<file path="src/rtl/udp_rx_parser.sv">
// rtl/udp_rx_parser.sv - Ethernet/IPv4/UDP header check and 16-bit payload realignment
module udp_rx_parser #(
  parameter logic [15:0] UDP_PORT = 16'd5000
) (
  input  logic        clk,
  input  logic        rst_n,
  input  logic        in_tvalid,
  output logic        in_tready,
  input  logic [31:0] in_tdata,
  input  logic        in_tlast,
  output logic        out_tvalid,
  input  logic        out_tready,
  output logic [31:0] out_tdata,
  output logic [3:0]  out_tkeep,
  output logic        out_tlast,
  output logic [15:0] out_src_port,
  output logic [15:0] frames_ok,
  output logic [15:0] frames_dropped
);

  localparam logic [1:0] HDR   = 2'd0;
  localparam logic [1:0] PAY   = 2'd1;
  localparam logic [1:0] DROP  = 2'd2;
  localparam logic [1:0] FLUSH = 2'd3;

  logic [1:0]  state;
  logic [3:0]  cnt;
  logic        hdr_ok;
  logic [15:0] hold;
  logic        hold_vld;

  logic in_fire;
  logic out_free;
  logic dst_pass;
  logic load_pay;
  logic load_flush;

  assign in_fire    = in_tvalid && in_tready;
  assign out_free   = !out_tvalid || out_tready;
  // hdr_ok already folds in the EtherType, IHL/version and protocol checks
  assign dst_pass   = hdr_ok && (in_tdata[31:16] == UDP_PORT);
  // First payload word (w10) only primes the hold register
  assign load_pay   = (state == PAY) && in_fire && hold_vld;
  assign load_flush = (state == FLUSH) && out_free;

  // Input backpressure: headers and dropped frames always drain, payload follows the output register
  always_comb begin
    in_tready = 1'b0;
    case (state)
      HDR:     in_tready = 1'b1;
      DROP:    in_tready = 1'b1;
      PAY:     in_tready = out_free;
      default: in_tready = 1'b0;
    endcase
  end

  // Frame-level state, header checks, hold register and statistics
  always_ff @(posedge clk or negedge rst_n) begin
    if (!rst_n) begin
      state          <= HDR;
      cnt            <= 4'd0;
      hdr_ok         <= 1'b0;
      hold           <= 16'h0000;
      hold_vld       <= 1'b0;
      out_src_port   <= 16'h0000;
      frames_ok      <= 16'h0000;
      frames_dropped <= 16'h0000;
    end else begin
      case (state)
        HDR: begin
          if (in_fire) begin
            if (cnt == 4'd3) hdr_ok <= (in_tdata[31:16] == 16'h0800) && (in_tdata[15:8] == 8'h45);
            if (cnt == 4'd5) hdr_ok <= hdr_ok && (in_tdata[7:0] == 8'h11);
            if (cnt == 4'd8) out_src_port <= in_tdata[15:0];
            if (in_tlast) begin
              frames_dropped <= frames_dropped + 16'd1;
              cnt            <= 4'd0;
            end else if (cnt == 4'd9) begin
              cnt      <= 4'd10;
              hold_vld <= 1'b0;
              state    <= dst_pass ? PAY : DROP;
            end else begin
              cnt <= cnt + 4'd1;
            end
          end
        end
        PAY: begin
          if (in_fire) begin
            hold     <= in_tdata[15:0];
            hold_vld <= 1'b1;
            if (in_tlast) state <= FLUSH;
          end
        end
        DROP: begin
          if (in_fire && in_tlast) begin
            frames_dropped <= frames_dropped + 16'd1;
            cnt            <= 4'd0;
            state          <= HDR;
          end
        end
        default: begin
          if (out_free) begin
            frames_ok <= frames_ok + 16'd1;
            cnt       <= 4'd0;
            state     <= HDR;
          end
        end
      endcase
    end
  end

  // Single-stage output register; a new load may coincide with the downstream transfer
  always_ff @(posedge clk or negedge rst_n) begin
    if (!rst_n) begin
      out_tvalid <= 1'b0;
      out_tdata  <= 32'h0;
      out_tkeep  <= 4'h0;
      out_tlast  <= 1'b0;
    end else if (load_pay) begin
      out_tvalid <= 1'b1;
      out_tdata  <= {hold, in_tdata[31:16]};
      out_tkeep  <= 4'b1111;
      out_tlast  <= 1'b0;
    end else if (load_flush) begin
      out_tvalid <= 1'b1;
      out_tdata  <= {hold, 16'h0000};
      out_tkeep  <= 4'b1100;
      out_tlast  <= 1'b1;
    end else if (out_tready) begin
      out_tvalid <= 1'b0;
    end
  end

endmodule

</file>
<file path="config.mk">
export PLATFORM = sky130hd
export DESIGN_NAME = udp_rx_parser
export DESIGN_NICKNAME = d
export VERILOG_FILES = /design/src/rtl/udp_rx_parser.sv
export SDC_FILE = /design/constraint.sdc
export NUM_CORES = 1
export LEC_CHECK = 0
export CAP_MARGIN = 15
export CORE_AREA = 2 2 98 100
export DETAILED_ROUTE_END_ITERATION = 12
export DIE_AREA = 0 0 100 102
export PLACE_DENSITY = 0.84
export SYNTH_ARGS = -nofsm -noshare
export SYNTH_HDL_FRONTEND = slang
export SYNTH_SLANG_ARGS = --single-unit
</file>
<file path="constraint.sdc">
create_clock -name clk -period 4.8 [get_ports clk]
set_clock_uncertainty 0.15 [all_clocks]
set_input_delay 0.72 -clock clk [delete_from_list [all_inputs] [get_ports clk]]
set_output_delay 0.72 -clock clk [all_outputs]
set_load 0.02 [all_outputs]
</file>
==> results.py, run 1 <==
metrics = {
    "yosys": {
        "synth_fp_nets": 426,
        "async_reset_ff_share_pct": 100,
        "synth_edf_count": 0,
        "synthCells": 384,
        "syn-cell-area_um2": 4680,
        "synth_ff_type": "dfrtp_1",
        "ys_ff_latch": 108,
        "synth.top_cell.area_share_pct": 57.7,
        "synth_cell_types": 51,
        "yosys_warnings": 0,
        "synth_area_leader_cell": "dfrtp_1",
        "synth_area_leaders": "dfrtp_1, mux2_2, xnor2_1",
        "avgSynthCellArea_um2": 12.2,
        "synth_seq_area_share_pct": 57.7,
    },
    "drt": {
        "vias": 3358,
        "wl_per_cell_um": 15.9,
        "wl_met2_mm": 4.79,
        "met1_length_mm": 4.52,
        "drt-pass1-iter-count": 4,
        "viasPerCell": 5.41,
        "drc": 0,
        "top_layer_used": "met4",
        "dr_wl_met3_um": 486,
        "drt-total-wl_mm": 9.90,
        "ant_nets": 0,
        "drtIter0Drc": 109,
    },
    "pwr": {
        "leakagePower_nw": 2.79,
        "ir_drop_uv": 154,
        "powerDensity_nw_per_um2": 283,
    },
    "place": {
        "hpwl_mm": 7.16,
        "pre_cts_ws_ns": 1.42,
        "dp.cells": 606,
        "io_buffers": 123,
        "gp_congestion": 0.869,
    },
    "global_routing": {
        "gr-total-overflow": 0,
        "antenna_found_initial": 0,
        "grt_pass1_vias": 3341,
        "grt_pass1_wl_mm": 16.5,
        "grt_usage_pct": 20.4,
        "grt_max_degree": 77,
    },
    "setup_path": {
        "worstSetupPathType": "input pin to output port",
        "startpoint": "out_tready",
        "worst-r2r-setup-slack_ns": 2.22,
        "reg2reg_depth": 3,
        "cp.arrival_ns": 2.42,
        "start_kind": "input pin",
        "reg2reg_from": "state[0]$_DFFE_PN0P_",
        "cp.required_ns": 3.93,
        "r2r-end": "out_tdata[25]$_DFFE_PN0P_",
        "crit_fanout": 8,
        "endpoint_kind": "output port",
    },
    "cells_and_area": {
        "final_layout_size_suffix_gt1_share_pct": 15.5,
        "multi_input_area_um2": 1860,
        "n_antenna_cell": 0,
        "utilization_pct": 67.6,
        "layout_commonest_cell": "clkdlybuf4s50_1",
        "sequential_cell_area_um2": 2700,
        "final_cells": 621,
        "nets": 548,
        "area_growth_pct": 31.5,
        "mostFrequentLayoutCells": "clkdlybuf4s50_1, dfrtp_1, nand2_1",
        "fill_cells": 700,
    },
    "cts": {
        "clk_pin_slew_worst_paths_ns": 0.10,
        "numCtsBuffers": 9,
        "clock-sinks": 108,
        "clk_latency_ns": 0.36,
        "holdBufCountCts": 0,
        "clock_path_buffers": 2,
        "cts_tree": "done",
        "cts_max_level": 3,
        "cts.repair.resized": 0,
        "cts_setup_buffers": 0,
        "cts-root-buf": "clkbuf_8",
    },
    "floorplan": {
        "start_util_pct": 51.4,
        "die-area_um2": 10200,
        "rows": 35,
        "num_io_pins": 124,
        "dieWidth_um": 100,
        "dieHeight_um": 102,
        "coreArea_um2": 9110,
    },
    "timing": {
        "period_share_pct": 68.6,
        "slew_headroom_pct": 37.6,
        "timing.setup.tns_ns": 0,
        "max_freq_ghz": 0.304,
        "worstMarginPinSlew_ns": 0.935,
        "finalSetupViolCount": 0,
        "final-hold-violation-count": 0,
        "hold_ws_ns": 0.331,
        "fin_ws_ns": 1.51,
        "rsz0062_at_grt": "false",
        "final_max_slew_viol_count": 0,
        "period_needed_ns": 3.29,
    },
    "status": {
        "status": "completed",
    },
    "min_path": {
        "hp-class": "flip-flop to flip-flop",
        "whs_path_depth": 1,
        "hold_end": "frames_ok[15]$_DFFE_PN0P_",
        "holdCritStartpoint": "frames_ok[15]$_DFFE_PN0P_",
    },
    "job": {
        "maxCapViolCount": 0,
    },
}
[where the power goes]
part           leakage (nW)  internal [mW]  switching (mW)
registers              1.47          0.947          0.0437
clock network        0.0876          0.193           0.318
logic                  1.24          0.121           0.121
total                  2.79           1.26           0.483
[through the flow]
step / total power [mW] / instance area, um^2
2_1_floorplan: 1.11 / 4680
3_3_place_gp: 1.25 / 5990
3_5_place_dp: 1.25 / 5990
4_1_cts: 1.76 / 6160
5_1_grt: 1.82 / 6160
6_report: 1.74 / 6160
[cells by family after synthesis]
| kind of cell | count (synthesis) | synth area share [%] |
|---|---|---|
| buffers and inverters | 23 | 2.54 |
| DFF | 108 | 57.7 |
| adders and majority gates | 5 | 1.34 |
| xor gates and xnor gates | 30 | 5.61 |
| AOI/OAI and AO/OA | 35 | 4.49 |
| muxes | 49 | 11.8 |
| and+or+nand+nor | 134 | 16.6 |
[routing by layer]
| layer | global-route usage, % | vias to the layer above |
|---|---|---|
| met1 | 29.0 | 1660 |
| met4 | 6.22 | 0 |
| met5 | 0 | - |
| li1 | - | 1589 |
| met2 | 32.4 | 100 |
| met3 | 3.56 | 9 |
[registers in the layout, summed over array words and instances (netlist names)]
register and cells:
hold_vld 1, out_tvalid 1, state 2, frames_ok 16, out_src_port 16, frames_dropped 16, out_tdata 32, hold 16
out_tlast 1, cnt 4, out_tkeep 2, hdr_ok 1
[cell type report]
type	instances	share of cell area, %
Timing Repair Buffer	126	20.3
Multi-Input combinational cell	253	30.2
Clock buffer	9	2.01
Tap cell	111	2.25
Inverter	8	0.488
Sequential cell	108	43.9
Clock inverter	6	0.813
[synth_stat cells (6+ instances only)]
cell type    n
inv_1        8
mux2_2      44
xnor2_1     22
nand3_1     13
nand2_1     51
nor3_1       7
xor2_1       8
and3_1       6
dfrtp_1    108
nor2_1      11
nand4_1     10
o21ai_0     21
[worst max path at each step]
| stage | end | slack [ns] | depth (start not counted) |
|---|---|---|---|
| final | in_tready | 1.51 | 4 |
| after CTS | in_tready | 1.51 | 4 |
| after global routing | in_tready | 1.41 | 4 |
| after global placement | out_tdata[26]$_DFFE_PN0P_ | 1.48 | 5 |
| after floorplan | in_tready | 2.50 | 3 |
| after detailed placement | out_tdata[27]$_DFFE_PN0P_ | 1.42 | 5 |
[worst max-delay path, cell delays in order]
cell	delay (ns)
clkdlybuf4s50_1	0.43
nor2b_1	0.47
o21ai_0	0.21
clkdlybuf4s50_1	0.58
Note: power is estimated with default switching activity, not from simulation.
==> run 2: changes to the inputs <==
CORE_AREA = 2 2 107 109   (was 2 2 98 100)
DIE_AREA = 0 0 109 111   (was 0 0 100 102)
PLACE_DENSITY = 0.75   (was 0.84)
clock period = 2.8 ns   (was 4.8 ns; I/O delays follow)
==> run 2 against run 1 <==
Effect of this change:
- utilization shrank 10 points
- worst hold slack worse by 0.0079 ns
- total power increased by 93%
- cell area rose by 3.6%
- clock power grew 140%
- first-iteration DRC count up 32%
- non-clock buffer count is 6 higher
- sequential power increased by 72%
- flip-flop and latch count stayed put
- critical endpoint unchanged
- via count decreased by 0.18%
- combinational power increased by 74%
==> results.py, run 2 (same netlist as run 1, synthesis figures left out) <==
metrics = {
    "status": {
        "status": "completed",
    },
    "min_path": {
        "hp-class": "flip-flop to flip-flop",
    },
    "timing": {
        "timing.setup.tns_ns": 0,
        "period_needed_ns": 2.43,
        "period_share_pct": 86.8,
        "max_freq_ghz": 0.411,
        "final-hold-violation-count": 0,
        "finalSetupViolCount": 0,
        "worstMarginPinSlew_ns": 0.567,
        "slew_headroom_pct": 62.1,
        "rsz0062_at_grt": "false",
        "final_max_slew_viol_count": 0,
    },
    "drt": {
        "vias": 3352,
        "drc": 0,
        "drtIter0Drc": 144,
        "viasPerCell": 5.08,
        "drt-total-wl_mm": 10.2,
        "wl_per_cell_um": 15.5,
        "drt-pass1-iter-count": 6,
        "ant_nets": 0,
    },
    "floorplan": {
        "die-area_um2": 12100,
        "rows": 39,
        "dieHeight_um": 111,
        "dieWidth_um": 109,
        "start_util_pct": 42.3,
        "coreArea_um2": 11100,
        "num_io_pins": 124,
    },
    "cells_and_area": {
        "area_growth_pct": 36.2,
        "design_area_um2": 6380,
        "layout_commonest_cell": "clkdlybuf4s50_1",
        "n_antenna_cell": 0,
        "largest-register": "out_tdata",
        "fill_cells": 949,
        "final_layout_size_suffix_gt1_share_pct": 16.4,
        "nets": 554,
        "multi_input_area_um2": 1860,
        "largest_reg_flops": 32,
        "sequential_cell_area_um2": 2700,
        "mostFrequentLayoutCells": "clkdlybuf4s50_1, dfrtp_1, nand2_1",
    },
    "cts": {
        "clock_path_buffers": 2,
        "clk_latency_ns": 0.34,
        "numCtsBuffers": 9,
        "cts-root-buf": "clkbuf_16",
        "cts_setup_buffers": 0,
        "cts_max_level": 3,
        "clock-sinks": 108,
        "clk_pin_slew_worst_paths_ns": 0.07,
        "cts_tree": "done",
    },
    "global_routing": {
        "grt_usage_pct": 18.1,
        "antenna_found_initial": 0,
        "grt_pass1_vias": 3472,
        "grt_pass1_wl_mm": 17.4,
        "grt_max_degree": 45,
        "gr-total-overflow": 0,
    },
    "pwr": {
        "leakagePower_nw": 2.87,
        "ir_drop_uv": 310,
        "powerDensity_nw_per_um2": 527,
    },
    "setup_path": {
        "cp.required_ns": 2.23,
        "worst-r2r-setup-slack_ns": 0.77,
        "worstSetupPathType": "input pin to output port",
        "endpoint_kind": "output port",
        "slowest_delay_ns": 0.65,
        "path_common_cell": "clkdlybuf4s50_1",
        "start_kind": "input pin",
        "cp.arrival_ns": 1.86,
        "crit_chain": "clkdlybuf4s50_1 > nor2b_1 > o21ai_0 > clkdlybuf4s50_1",
        "crit_fanout": 2,
        "worst_path_max_delay_cell": "clkdlybuf4s50_1",
    },
    "place": {
        "io_buffers": 123,
        "placed_area_um2": 6080,
        "hpwl_mm": 7.44,
        "gp_congestion": 0.810,
    },
    "job": {
        "maxCapViolCount": 0,
    },
}
[run 2: cell types whose count changed in the layout (fill, tap and decap cells not counted), sizes merged]
cell and change:
buf +5, clkbuf +1, clkinv -3, clkinvlp +2, dlygate4sd3 +1, inv +1
[run 2: final cells by class]
cell class | instances | area share, %
Clock inverter | 6 | 0.882
Tap cell | 143 | 2.80
Sequential cell | 108 | 42.4
Inverter | 8 | 0.471
Multi-Input combinational cell | 253 | 29.2
Clock buffer | 10 | 3.75
Timing Repair Buffer | 132 | 20.5
[run 2: path summary, 6_finish.rpt]
path,start,end,depth (start not counted)
hold reg to reg,frames_dropped[15]$_DFFE_PN0P_,frames_dropped[15]$_DFFE_PN0P_,1
setup / recovery,out_tready,in_tready,4
min in group asynchronous,rst_n,out_tdata[23]$_DFFE_PN0P_,2
hold / removal,frames_dropped[15]$_DFFE_PN0P_,frames_dropped[15]$_DFFE_PN0P_,1
setup reg to reg,state[1]$_DFFE_PN0P_,out_tdata[24]$_DFFE_PN0P_,4
max in group asynchronous,rst_n,out_tdata[1]$_DFFE_PN0P_,3
[run 2: layer usage]
layer,GRT usage [%],vias up,part of all wire (%)
met5,0,-,0
met3,5.64,17,6.6
met1,25.1,1644,45
met4,4.36,0,1.3
li1,-,1597,-
met2,27.7,94,47
[run 2: per-stage QoR]
stage               setup WS, ns  instances  power, mW  util [%]  hold slack (ns)
floorplan                  0.901        384       1.90         -          -0.0256
global placement           0.344        643       2.14      54.9            0.288
detailed placement         0.332        643       2.16      54.9            0.305
CTS                        0.337        660       3.41      57.6            0.326
global route               0.276        660       3.52      57.6            0.341
finish                     0.368        660       3.36      57.6            0.323
[run 2: timing repair]
item	CTS	global route
hold endpoints to repair	42	0
hold buffers	1	0
resized for setup	0	0
[run 2: worst max-delay path, delay by kind of cell]
family          cells  cell delay (ns)
compound gates      1             0.23
buf+inv             2             1.14
simple gates        1             0.07
[run 2: power breakdown]
part | switching (mW) | leakage [nW] | total (mW) | internal, mW
logic | 0.208 | 1.27 | 0.420 | 0.211
clock network | 0.597 | 0.137 | 1.24 | 0.647
registers | 0.0756 | 1.47 | 1.70 | 1.62
total | 0.881 | 2.87 | 3.36 | 2.48
